==> src/rtl/cordic_seq_ctrl.sv <==
// Sequencer for the two-register CORDIC datapath: load / iterate / drain one job,
// capture the datapath outputs under valid/ready and cross-check the datapath counter.
module cordic_seq_ctrl #(
  parameter int ITERATIONS   = 8,
  parameter int DRAIN_CYCLES = 1
) (
  input  logic       clka,
  input  logic       rst,
  input  logic       start,
  input  logic       mode,
  input  logic       stall,
  input  logic       abort,
  input  logic [3:0] dp_counter,
  input  logic [7:0] dp_out0,
  input  logic [7:0] dp_out1,
  output logic       cordic_mode,
  output logic [1:0] in_mux_ctl,
  output logic       counter_rst,
  output logic       counter_hold,
  output logic       busy,
  output logic       result_valid,
  input  logic       result_ready,
  output logic [7:0] res0,
  output logic [7:0] res1,
  output logic       seq_err
);

  typedef enum logic [2:0] {S_IDLE, S_LOAD, S_ITER, S_DRAIN, S_DONE} state_t;

  localparam logic [3:0] ITER_LAST  = 4'(ITERATIONS - 1);
  localparam logic [1:0] DRAIN_LAST = 2'(DRAIN_CYCLES - 1);

  localparam logic [1:0] MUX_THETA = 2'b00;
  localparam logic [1:0] MUX_XY    = 2'b10;
  localparam logic [1:0] MUX_FB    = 2'b01;
  localparam logic [1:0] MUX_NONE  = 2'b11;

  state_t     state_q, state_d;
  logic       frozen_q, frozen_d;   // current cycle is a stall cycle
  logic [3:0] iter_q, iter_d;
  logic [1:0] drain_q, drain_d;
  logic       mode_d, err_d, valid_d, capture;
  logic [1:0] mux_d;
  logic       crst_d, hold_d, busy_d;

  // Stall is sampled at the edge and governs the following cycle, so the
  // datapath never advances in a cycle where iter is frozen.
  always_comb begin
    state_d  = state_q;
    frozen_d = 1'b0;
    iter_d   = iter_q;
    drain_d  = drain_q;
    mode_d   = cordic_mode;
    err_d    = seq_err;
    valid_d  = result_valid;
    capture  = 1'b0;

    if (abort) begin
      state_d = S_IDLE;
      mode_d  = 1'b0;
      err_d   = 1'b0;
      valid_d = 1'b0;
    end else begin
      case (state_q)
        S_IDLE: begin
          if (start) begin
            state_d = S_LOAD;
            mode_d  = mode;
            err_d   = 1'b0;
            iter_d  = 4'd0;
          end
        end
        S_LOAD: state_d = S_ITER;
        S_ITER: begin
          frozen_d = stall;
          if (!frozen_q) begin
            if (dp_counter != iter_q) err_d = 1'b1;
            if (iter_q == ITER_LAST) begin
              state_d = S_DRAIN;
              drain_d = 2'd0;
            end else begin
              iter_d = iter_q + 4'd1;
            end
          end
        end
        S_DRAIN: begin
          if (frozen_q) begin
            frozen_d = stall;
          end else if (drain_q == DRAIN_LAST) begin
            state_d = S_DONE;
            capture = 1'b1;
            valid_d = 1'b1;
          end else begin
            drain_d  = drain_q + 2'd1;
            frozen_d = stall;
          end
        end
        S_DONE: begin
          if (result_ready) begin
            state_d = S_IDLE;
            valid_d = 1'b0;
          end
        end
        default: state_d = S_IDLE;
      endcase
    end

    // NOTE: outputs are decoded from the next state and registered, so they
    // line up with the state they describe instead of trailing it by a cycle.
    mux_d  = MUX_NONE;
    crst_d = 1'b0;
    hold_d = 1'b0;
    busy_d = 1'b1;
    case (state_d)
      S_IDLE: begin
        crst_d = 1'b1;
        busy_d = 1'b0;
      end
      S_LOAD: begin
        mux_d  = mode_d ? MUX_XY : MUX_THETA;
        crst_d = 1'b1;
      end
      S_ITER: begin
        mux_d  = frozen_d ? MUX_NONE : MUX_FB;
        hold_d = frozen_d;
      end
      default: hold_d = 1'b1;
    endcase
  end

  // NOTE: all state uses non-blocking assignments so every register samples
  // the pre-edge values computed above.
  always_ff @(posedge clka) begin
    if (rst) begin
      state_q      <= S_IDLE;
      frozen_q     <= 1'b0;
      iter_q       <= 4'd0;
      drain_q      <= 2'd0;
      cordic_mode  <= 1'b0;
      in_mux_ctl   <= MUX_NONE;
      counter_rst  <= 1'b1;
      counter_hold <= 1'b0;
      busy         <= 1'b0;
      result_valid <= 1'b0;
      res0         <= 8'd0;
      res1         <= 8'd0;
      seq_err      <= 1'b0;
    end else begin
      state_q      <= state_d;
      frozen_q     <= frozen_d;
      iter_q       <= iter_d;
      drain_q      <= drain_d;
      cordic_mode  <= mode_d;
      in_mux_ctl   <= mux_d;
      counter_rst  <= crst_d;
      counter_hold <= hold_d;
      busy         <= busy_d;
      result_valid <= valid_d;
      seq_err      <= err_d;
      if (capture) begin
        res0 <= dp_out0;
        res1 <= dp_out1;
      end
    end
  end

endmodule

==> config.mk <==
export PLATFORM = sky130hd
export DESIGN_NAME = cordic_seq_ctrl
export DESIGN_NICKNAME = d
export VERILOG_FILES = /design/src/rtl/cordic_seq_ctrl.sv
export SDC_FILE = /design/constraint.sdc
export NUM_CORES = 1
export LEC_CHECK = 0
export CORE_ASPECT_RATIO = 1.25
export CORE_MARGIN = 1.5
export CORE_UTILIZATION = 45
export CTS_BUF_LIST = sky130_fd_sc_hd__clkbuf_16
export DETAILED_ROUTE_END_ITERATION = 12
export GPL_TIMING_DRIVEN = 0
export PLACE_DENSITY = 0.78
export SLEW_MARGIN = 20
export SYNTH_ARGS = -nofsm -noshare
export SYNTH_HDL_FRONTEND = slang
export SYNTH_SLANG_ARGS = --single-unit
export TNS_END_PERCENT = 20
==> constraint.sdc <==
create_clock -name clka -period 2.36 [get_ports clka]
set_clock_uncertainty 0.15 [all_clocks]
set_input_delay 0.59 -clock clka [delete_from_list [all_inputs] [get_ports clka]]
set_output_delay 0.59 -clock clka [all_outputs]
set_load 0.005 [all_outputs]
==> out/metrics.cfg <==
[clocking]
insertion_delay_ps = 280
cts_hold_buffers = 0
cts_sinks = 34
ctsRootBufferMaster = clkbuf_16
cts_tree = yes
cts_buffers = 5
htreeDepth = 2
cts_buffer_depth = 2
clkTransAtPathRegs_ps = 50

[logic_synthesis]
netlist.top_cell.by_area = dfxtp_1
synthMuxAreaShare_pct = 0.654
syn_inst = 183
synthesis.nets = 212
netlist.area_leader.share_pct = 44.4
seq_area_frac_synth_pct = 44.4
synth_area_per_cell_um2 = 8.37
syn_area_um2 = 1530
yosys_warnings = 0
synth_enable_flop_cells = 0
synthArstFlopShare_pct = 0
synth_compound_gate_area_share_pct = 21.1
synth_area_leaders = dfxtp_1 44%, nand2_1 9.6%, a21oi_1 7.5%
synth-simple-area-share_pct = 25.8
synth_xor_area_share_pct = 2.29
ys.flop_type = dfxtp_1
synth_seq_cells = 34
synthDistinctLibCells = 44
synth_top_family_by_area = simple AND/OR/NAND/NOR gates
synthAdderAreaFrac_pct = 1.63

[floorplanning]
row_count = 23
die_y_um = 68.2
io_pins = 51
fp.dieW_um = 55.2
start_util_pct = 47.5
dieArea_um2 = 3760
core_um2 = 3220

[flow_run]
cap_viol_max_count = 0

[layout]
multi_input_area_um2 = 800
fill_cells = 261
final_common_cell = clkdlybuf4s50_1
final_cell_mix = 50 x clkdlybuf4s50_1, 39 x nand2_1, 34 x dfxtp_1
final_layout_size_suffix_gt1_share_pct = 6.28
fin_nets = 268
final_util_pct = 69.4
syn_to_final_growth_pct = 46.2
n_antenna_cell = 0
ff_latch_area_um2 = 681

[power]
power.density_nw_per_um2 = 585
switching_share_pct = 21.3
internal-power_w = 0.00103
seq_power_share_pct = 44.9
power_frac_clock_pct = 46.3
p_switching_w = 0.000279
power.leakage_nw = 0.755
p_comb_share_pct = 8.9
ir_drop_uv = 539

[timing]
hold_viol_final = 0
slew_headroom_pct = 58.8
fmax_mhz = 428
setup_violations = 0
fin_hold_ws_ps = 304
worstMarginPinSlew_ps = 609
grt_setup_unrepaired = true
period_minus_slack_ps = 2330
fin_crit_sh_pct = 98.9
slew_violations = 0

[setup_path]
path_depth = 5
crit_path_end_kind = flop
worstPathCellList = clkdlybuf4s50_1, nand2b_1, a2111o_1, or4_4, a211oi_2
cp.required_ps = 2410
setup.worst_path.end = iter_q[3]
timing.rr.end = iter_q[0]
reg2reg_depth = 5
start_kind = input port
cp_num_buf_inv = 1
r2r_slack_ps = 250
cp_data_arrival_time_ps = 2380
r2r_start = state_q[0]
path_max_fanout = 8
startpoint = start
critPathSlowestCell = or4_4
crit_type = in2reg
path_delay_family = compound AO/OA/AOI/OAI gates
max_stage_delay_ps = 510

[route]
first_iter_violations = 21
dr.pass1.iters = 4
viasPerCell = 5.40
drc_errors = 0
antenna_left = 0
route.vias.total = 1491
wl_per_cell_um = 13.1
totalWireLength_um = 3610

[placed_design]
dpl.hpwl_um = 2540
port_buffers = 50
place_congestion = 0.831

[grt]
grt.overflow.total = 0
grt_start_max_net_pins = 17
antenna_found_initial = 0
grt_pass1_wl_um = 5600
grt_pass1_vias = 1321
grt_usage_pct = 20.8

[min_path]
hold_path.class = reg2reg

[status]
status = completed

==> worst reg2reg max path, stage by stage (launching register included) <==
cell       delay [ps]
dfxtp_1           370
clkbuf_1          240
nor3b_1           370
nand2_1           160
a2111oi_2         600
a211oi_1           80
==> routing by layer <==
| layer | share of wire (%) | global-route usage [%] | vias to the layer above | routed length (um) |
|---|---|---|---|---|
| li1 | - | - | 757 | - |
| met1 | 43 | 24.0 | 678 | 1570 |
| met2 | 48 | 34.5 | 48 | 1730 |
| met3 | 6.7 | 7.42 | 8 | 241 |
| met4 | 2.1 | 8.23 | 0 | 74 |
| met5 | 0 | 0 | - | 0 |
==> cell type report <==
cell class	instances	area share [%]
well taps	37	2.07
flip-flops and latches	34	30.4
clock inverters	2	0.503
repair buffers	51	23.3
plain buffers	9	1.62
inverters	5	0.838
multi-input cells	133	35.7
clock buffers	5	5.59
==> power groups by stage <==
| stage | combinational (W) | clock [W] | sequential [W] |
|---|---|---|---|
| 2_1_floorplan | 0.0000463 | 0 | 0.000599 |
| 5_1_grt | 0.000127 | 0.000638 | 0.000588 |
| 3_3_place_gp | 0.000113 | 0 | 0.000599 |
| 6_report | 0.000116 | 0.000606 | 0.000587 |
| 3_5_place_dp | 0.000113 | 0 | 0.000599 |
| 4_1_cts | 0.000114 | 0.000615 | 0.000587 |
==> worst min-delay path by stage <==
| stage | depth (start not counted) | endpoint | from |
|---|---|---|---|
| global placement | 2 | res1[3] | res1[3] |
| global route | 2 | res0[6] | res0[6] |
| detailed placement | 2 | res1[2] | res1[2] |
| finish | 2 | res0[0] | res0[0] |
| CTS | 2 | res0[2] | res0[2] |
| floorplan | 2 | res0[0] | res0[0] |
==> kinds of logic (layout without fill, tap and decap cells) <==
group / after synthesis / after routing
buffers and inverters: 16 / 72
AND/OR/NAND/NOR: 76 / 76
multiplexers: 1 / 1
flip-flops: 34 / 34
XOR/XNOR: 4 / 4
adder cells (fa/ha/maj): 2 / 2
AO/OA/AOI/OAI: 50 / 50
==> synthesized netlist by cell type (3+ instances only) <==
library cell	instances
clkbuf_1	8
a21oi_1	23
o21ai_1	3
inv_1	5
xnor2_1	4
a21o_1	3
a211oi_1	3
o21ai_0	3
nand2b_1	3
nor2b_1	3
dfxtp_1	34
or3_1	4
o2111ai_1	3
nand2_1	39
nor2_1	5
and2_1	3
==> registers in the layout, summed over array words and instances, names as in the netlist, 2 cells and up <==
signal / flops
res0: 8
res1: 8
iter_q: 4
state_q: 3
drain_q: 2
in_mux_ctl: 2
==> repair_timing <==
item / in CTS / in global routing
resized for setup: 0 / 3
cloned: 0 / 0
buffers inserted: 0 / 1
setup endpoints to repair: 10 / 18
==> metrics by stage <==
step | TNS [ps] | power (W) | setup WS, ps | area (um^2) | cells
after floorplan | 0 | 0.000645 | 334 | 1530 | 183
after global placement | -4000 | 0.000712 | -338 | 2080 | 270
after detailed placement | -3850 | 0.000712 | -358 | 2080 | 270
after CTS | 0 | 0.00132 | 35.1 | 2210 | 276
after global routing | -66.2 | 0.00135 | -66.2 | 2240 | 276
final | 0 | 0.00131 | 26.2 | 2240 | 276
(Power assumes the default switching activity.)
